--- src/rtl/vitals_classifier.sv ---
// Classifies 8-bit sensor samples into NORMAL/BORDERLINE/ATTENTION/EMERGENCY with hysteresis and
// an N-sample confirmation filter. Define EMERG_LATCH_EN to hold EMERGENCY until ack.
module vitals_classifier #(
    parameter int T_BORDER = 100,
    parameter int T_ATTN   = 140,
    parameter int T_EMERG  = 180,
    parameter int HYST     = 8,
    parameter int CONFIRM  = 3
) (
    input  logic       clk,
    input  logic       rst_n,
    input  logic       sample_valid,
    input  logic [7:0] sample,
    input  logic       ack,
    output logic [3:0] state,
    output logic       state_changed,
    output logic       alarm
);

    typedef enum logic [3:0] {
        NORMAL     = 4'd0,
        BORDERLINE = 4'd1,
        ATTENTION  = 4'd2,
        EMERGENCY  = 4'd3
    } alert_t;

    localparam logic [8:0] T_BORDER9 = 9'(T_BORDER);
    localparam logic [8:0] T_ATTN9   = 9'(T_ATTN);
    localparam logic [8:0] T_EMERG9  = 9'(T_EMERG);
    localparam logic [8:0] HYST9     = 9'(HYST);
    localparam logic [3:0] CONFIRM4  = 4'(CONFIRM);

    alert_t     cur_q, cur_d;
    alert_t     cand_q, cand_d;
    alert_t     level;
    logic [3:0] count_q, count_d, count_upd;
    logic       changed_q, changed_d;
    logic       alarm_q;
    logic       take_sample;
    logic [8:0] eff_border, eff_attn, eff_emerg;
    logic [8:0] sample9;

`ifdef EMERG_LATCH_EN
    logic       latch_q, latch_d;
    logic       ack_clear;
`else
    logic       ack_unused;
    assign ack_unused = ack;
`endif

    // Levels at or below the current state are lowered by HYST so a reading
    // hovering on a threshold does not make the state chatter downwards.
    function automatic logic [8:0] eff_thresh(input logic [8:0] t, input logic lowered);
        if (!lowered)
            return t;
        else if (t >= HYST9)
            return t - HYST9;
        else
            return 9'd0;
    endfunction

    assign sample9    = {1'b0, sample};
    assign eff_border = eff_thresh(T_BORDER9, cur_q >= BORDERLINE);
    assign eff_attn   = eff_thresh(T_ATTN9,   cur_q >= ATTENTION);
    assign eff_emerg  = eff_thresh(T_EMERG9,  cur_q >= EMERGENCY);

    always_comb begin
        level = NORMAL;
        if (sample9 >= eff_emerg)
            level = EMERGENCY;
        else if (sample9 >= eff_attn)
            level = ATTENTION;
        else if (sample9 >= eff_border)
            level = BORDERLINE;
    end

`ifdef EMERG_LATCH_EN
    assign ack_clear   = ack && latch_q;
    assign take_sample = sample_valid && !latch_q && !ack_clear;
`else
    assign take_sample = sample_valid;
`endif

    always_comb begin
        cur_d     = cur_q;
        cand_d    = cand_q;
        count_d   = count_q;
        count_upd = count_q;
        changed_d = 1'b0;
`ifdef EMERG_LATCH_EN
        latch_d   = latch_q;
        if (ack_clear) begin
            latch_d   = 1'b0;
            cur_d     = NORMAL;
            cand_d    = NORMAL;
            count_d   = 4'd0;
            changed_d = 1'b1;
        end
`endif
        if (take_sample) begin
            if (level == cur_q) begin
                count_d = 4'd0;
            end else begin
                if (level == cand_q) begin
                    count_upd = count_q + 4'd1;
                end else begin
                    cand_d    = level;
                    count_upd = 4'd1;
                end
                if (count_upd >= CONFIRM4) begin
                    cur_d     = cand_d;
                    count_d   = 4'd0;
                    changed_d = 1'b1;
`ifdef EMERG_LATCH_EN
                    latch_d   = (cand_d == EMERGENCY);
`endif
                end else begin
                    count_d = count_upd;
                end
            end
        end
    end

    always_ff @(posedge clk or negedge rst_n) begin
        if (!rst_n) begin
            cur_q     <= NORMAL;
            cand_q    <= NORMAL;
            count_q   <= 4'd0;
            changed_q <= 1'b0;
            alarm_q   <= 1'b0;
`ifdef EMERG_LATCH_EN
            latch_q   <= 1'b0;
`endif
        end else begin
            cur_q     <= cur_d;
            cand_q    <= cand_d;
            count_q   <= count_d;
            changed_q <= changed_d;
            alarm_q   <= (cur_d == EMERGENCY);
`ifdef EMERG_LATCH_EN
            latch_q   <= latch_d;
`endif
        end
    end

    assign state         = cur_q;
    assign state_changed = changed_q;
    assign alarm         = alarm_q;

endmodule

--- config.mk ---
export PLATFORM = sky130hd
export DESIGN_NAME = vitals_classifier
export DESIGN_NICKNAME = d
export VERILOG_FILES = /design/src/rtl/vitals_classifier.sv
export SDC_FILE = /design/constraint.sdc
export NUM_CORES = 1
export LEC_CHECK = 0
export ABC_AREA = 1
export BUFFER_PORTS_ARGS = -buffer_cell sky130_fd_sc_hd__buf_2
export CAP_MARGIN = 20
export CORE_MARGIN = 10
export CORE_UTILIZATION = 53
export DETAILED_ROUTE_END_ITERATION = 6
export PLACE_DENSITY = 0.77
export SYNTH_ARGS = -nofsm -noshare
export SYNTH_HDL_FRONTEND = slang
export SYNTH_SLANG_ARGS = --single-unit
--- constraint.sdc ---
create_clock -name clk -period 2.9 [get_ports clk]
set_input_delay 0.29 -clock clk [delete_from_list [all_inputs] [get_ports clk]]
set_output_delay 0.29 -clock clk [all_outputs]
set_load 0.02 [all_outputs]
* After elaboration in Yosys (flattened, before gate mapping)
Cells that the tools add are included.
W data, S select, Z words.
** Word-level totals
- Input port bits :: 12
- Register bits after elaboration :: 14
** Operators by class
- Add/subtract/negate cells :: 1
- Reduce and logical (&&, ||, !) cells :: 1
- Bitwise gates (word level) :: 1
- $lt $le $gt $ge :: 7
- Mux-type cells :: 18
- Eq/ne operators :: 3
** Operator list (count)
- $mux W4 :: 10
- $ge A8 B9 Y1 :: 3
- $ge A4 B2 Y1 const B :: 3
- $eq A4 B4 Y1 :: 2
- $mux W6 :: 1
- $mux W5 :: 1
- $add A4 B1 Y4 const B :: 1
- $eq A4 B2 Y1 const B :: 1
- $ge A4 B1 Y1 const B :: 1
- $mux W1 :: 4
- $mux W2 :: 2
- $reduce_and A2 Y1 :: 1
- $not A1 Y1 :: 1

* Logic depth before layout (Yosys ltp)
- Depth in word-level cells :: 15
- Mapped depth :: 20

* Worst setup path before layout
Ideal clock, no wire load.
- Path kind :: reg2reg
- Start point :: register cur_q[3] (netlist: state[3])
- End point :: register alarm_q (netlist: alarm)
- Data required time :: 2782 ps
- Path slack :: 705 ps
- Stages on the path, launching flop included :: 16
- Arrival time :: 2077 ps
- Cell sequence :: dfrtp_1 > nor2_1 > o21ai_0 > ha_1 > a21oi_1 > nand2_1 > a21boi_2 > nand2_2 > nand2_1 > nand3_2 > nand2_4 > inv_4 > nand2_1 > nor2_2 > nor2_2 > nor2_2
** Between the ends
- Word-level cells in the longest chain between the ends :: 15
- Elaborated cells between the ends (all ways) :: 23
** Ends and longest elaborated chain
- from (decl) :: line 33 : alert_t cur_q, cur_d;
- from (signal assigned) :: line 135 : cur_q <= cur_d;
- $ge A4 B1 Y1 :: line 63 : assign eff_border = eff_thresh(T_BORDER9, cur_q >= BORDERLINE);
- $mux W6 :: line 54 : if (!lowered)
- $ge A8 B9 Y1 :: line 73 : else if (sample9 >= eff_border)
- $mux W1 :: line 73
- $mux W2 :: line 71 : else if (sample9 >= eff_attn)
- $mux W2 :: line 69 : if (sample9 >= eff_emerg)
- $eq A4 B4 Y1 :: line 104 : if (level == cand_q) begin
- $mux W4 :: line 104
- $mux W4 :: line 101 : if (level == cur_q) begin
- $mux W4 :: line 100 : if (take_sample) begin
- $ge A4 B2 Y1 :: line 110 : if (count_upd >= CONFIRM4) begin
- $mux W4 :: line 110
- $mux W4 :: line 101
- $mux W4 (*) :: line 100
- $eq A4 B2 Y1 (*) :: line 139 : alarm_q <= (cur_d == EMERGENCY);
- to (signal assigned) :: line 139
- to (decl) :: line 38 : logic alarm_q;
Every way passes the cells marked *; elsewhere a longest branch is shown, timed or not. The select of a mux whose other input is x is not followed.
A chain may end at the register's enable or synchronous reset.

* Final worst setup path
- Start point :: register cur_q[3] (netlist: state[3])
- End point :: register cur_q[0] (netlist: state[0])
** Between the ends
- Word-level cells in the longest chain between the ends :: 14
- Elaborated cells between the ends (all ways) :: 22
** Ends and longest elaborated chain (line)
- $ge A4 B1 Y1 :: 63
- $mux W6 :: 54
- $ge A8 B9 Y1 :: 73
- $mux W1 :: 73
- $mux W2 :: 71
- $mux W2 :: 69
- $eq A4 B4 Y1 :: 104
- $mux W4 :: 104
- $mux W4 :: 101
- $mux W4 :: 100
- $ge A4 B2 Y1 :: 110
- $mux W4 :: 110
- $mux W4 (*) :: 101
- $mux W4 (*) :: 100
- named net cur_d[0] :: 33
Mark *: on every way through the listed nets, which the timed path passes. The rest lies on a longest branch. The select of a mux whose other input is x is not followed.

==> flow_summary.yaml <==
floorplan:
  die_x_um: 62.5
  num_rows: 15
  ios: 18
  fp.dieH_um: 62.5
  die_area_mm2: 0.00391
  start_util_pct: 55.4
  core_mm2: 0.00173
timing:
  hold_viol: 0
  period_share_pct: 82.6
  slew_headroom_pct: 80.0
  max_freq_mhz: 417
  period_minus_slack_ps: 2400
  rsz0062_at_grt: "false"
  setup_tns_ps: 0
  drv_slew: 0
  whs_ps: 285
  setup_ws_ps: 505
  setup_violations: 0
  clock-skew-final_ps: 7.02
  worst_pin_slew_ps: 301
grt:
  grt_pass1_vias: 825
  grt.total_usage_pct: 10.0
  grt_pass1_wl_mm: 3.35
  grt_max_degree: 15
  antenna_found_initial: 0
  overflow: 0
routing:
  drc: 0
  wl_per_cell_um: 11.3
  drtPass1Iterations: 4
  routed_wl_mm: 1.81
  num_vias: 782
  antenna_left: 0
  drt_iter0_markers: 27
  routed_via_density: 4.89
clock_tree:
  cts_setup_buffers: 0
  clk_latency_ps: 270
  max-clock-path-buffers: 2
  cts_buffers: 3
  cts-root-buf: "clkbuf_4"
  cts.sinks: 14
  cts_tree: "built"
  clkSlewWorstSetupHoldPaths_ps: 80
  h-tree-depth: 1
status:
  status: "finished, final reports clean"
synth:
  syn-num-nets: 136
  async_reset_ff_share_pct: 100
  ys_seq_elements: 14
  ys_types: 20
  synthesis.area_um2: 957
  synth_edf_count: 0
  netlist_instances: 117
  synth_commonest_cells: "inv_1, nand2_1, dfrtp_1, nor2_1"
  synth_area_leaders: "dfrtp_1, ha_1, inv_1"
  ys_warn_count: 0
  synth_seq_area_share_pct: 36.6
  synth_flop_cell: "dfrtp_1"
  avgSynthCellArea_um2: 8.18
  yosys.area.top_type: "dfrtp_1"
  synth.top_cell.area_share_pct: 36.6
run:
  max_cap_viol_count: 0
critical_path:
  end_kind: "register"
  arrival_ps: 2550
  crit_path_end: "state[0]$_DFF_PN0_"
  r2r_setup_slack_ps: 500
  setup.worst_path.class: "reg2reg"
  cp-startpoint: "state[3]$_DFF_PN0_"
  reg2regPathDepth: 18
  r2r_end: "state[0]$_DFF_PN0_"
  critPathRequiredTime_ps: 3060
  startpoint_type: "register"
  r2r_start: "state[3]$_DFF_PN0_"
  path_max_fanout: 6
layout:
  drive_above_1_share_pct: 31.9
  nets: 156
  diodes: 0
  fin_cells: 160
  fill_cells: 176
  syn_to_final_growth_pct: 14.0
  post-route-util_pct: 63.2
power_and_ir_drop:
  powerDensity_mw_per_mm2: 769
  ir_drop_mv: 0.423
  leakagePower_nw: 0.605
min_path:
  hold_path_class: "in2reg"
placement:
  dp_cells: 156
  portBuffers: 14
  place_hpwl_mm: 1.52
  preCtsSetupSlack_ps: 502
  gp_congestion: 0.772
==> sequential cells by signal, summed over array words and instances (netlist names) <==
register / flops
cand_q: 4
state: 4
count_q: 4
state_changed: 1
alarm: 1
==> final cells by class <==
class | instances | area (µm²) | area share, %
inverter | 23 | 88.8 | 8.14
multi-input combinational | 80 | 518 | 47.5
timing repair buffer | 15 | 80.1 | 7.34
tap | 25 | 31.3 | 2.87
clock buffer | 3 | 22.5 | 2.06
sequential | 14 | 350 | 32.1
==> timing repair <==
| item | in CTS | in global routing |
|---|---|---|
| resized for setup | 0 | 0 |
| hold buffers | 1 | 0 |
| endpoints found under the hold margin | 14 | 0 |
| setup endpoints to repair | 0 | 0 |
==> critical path, stage by stage, from the launching register on <==
cell,delay [ps]
dfrtp_1,410
nor2_1,200
nand2_1,110
nor2_1,230
ha_1,300
nand3_1,70
nand3_1,70
nand2_1,60
nand2_1,70
nand2_4,80
nand2_2,60
nand2_1,80
nand3_2,80
nand2_4,110
inv_4,60
nand2_1,90
nor2_2,40
nor2_2,100
inv_1,50
==> report_power, final <==
group          leakage [nW]  switching [mW]  internal [mW]
registers             0.186          0.0361          0.243
logic                 0.405           0.292          0.166
clock network        0.0138          0.0533         0.0480
total                 0.605           0.382          0.457
==> metrics by stage <==
stage          instance area, µm²  power [mW]
6_report                     1090       0.838
5_1_grt                      1090       0.923
4_1_cts                      1090       0.849
3_5_place_dp                 1060       0.744
3_3_place_gp                 1060       0.721
2_1_floorplan                 957       0.639
==> layer usage <==
metal,vias up,routed length [µm],GRT usage [%]
li1,401,-,-
met4,0,21,3.35
met5,-,0,0
met1,357,813,11.7
met3,4,108,3.05
met2,20,868,16.9
==> cell families (layout without fill, tap and decap cells) <==
group / Yosys count / count (layout) / synth area share, %
and+or+nand+nor: 60 / 60 / 35.7
xor gates and xnor gates: 2 / 2 / 1.83
AOI/OAI and AO/OA: 11 / 11 / 7.45
adders and majority gates: 7 / 7 / 9.15
buffers and inverters: 23 / 41 / 9.28
DFF: 14 / 14 / 36.6
==> how the worst min path moves through the flow <==
stage	slack (ps)	cells after the start	end	start
after detailed placement	200	1	count_q[2]$_DFFE_PN0P_	rst_n
after global routing	300	2	count_q[3]$_DFFE_PN0P_	sample_valid
after global placement	190	1	count_q[2]$_DFFE_PN0P_	rst_n
final	280	2	count_q[3]$_DFFE_PN0P_	sample_valid
after floorplan	-6	0	alarm$_DFF_PN0_	rst_n
after CTS	280	2	count_q[3]$_DFFE_PN0P_	sample_valid
==> layout by cell type, fill, tap and decap left out, drive strengths merged <==
cell type and count:
ha 7, nand4 1, dfrtp 14, nor2 19
nand3 11, inv 23, o21ai 5, dlygate4sd3 1
a21oi 3, a21boi 1, nand2 29, o22ai 2
clkbuf 3, buf 14, xor2 2
Note: power is estimated with default switching activity, not from simulation.
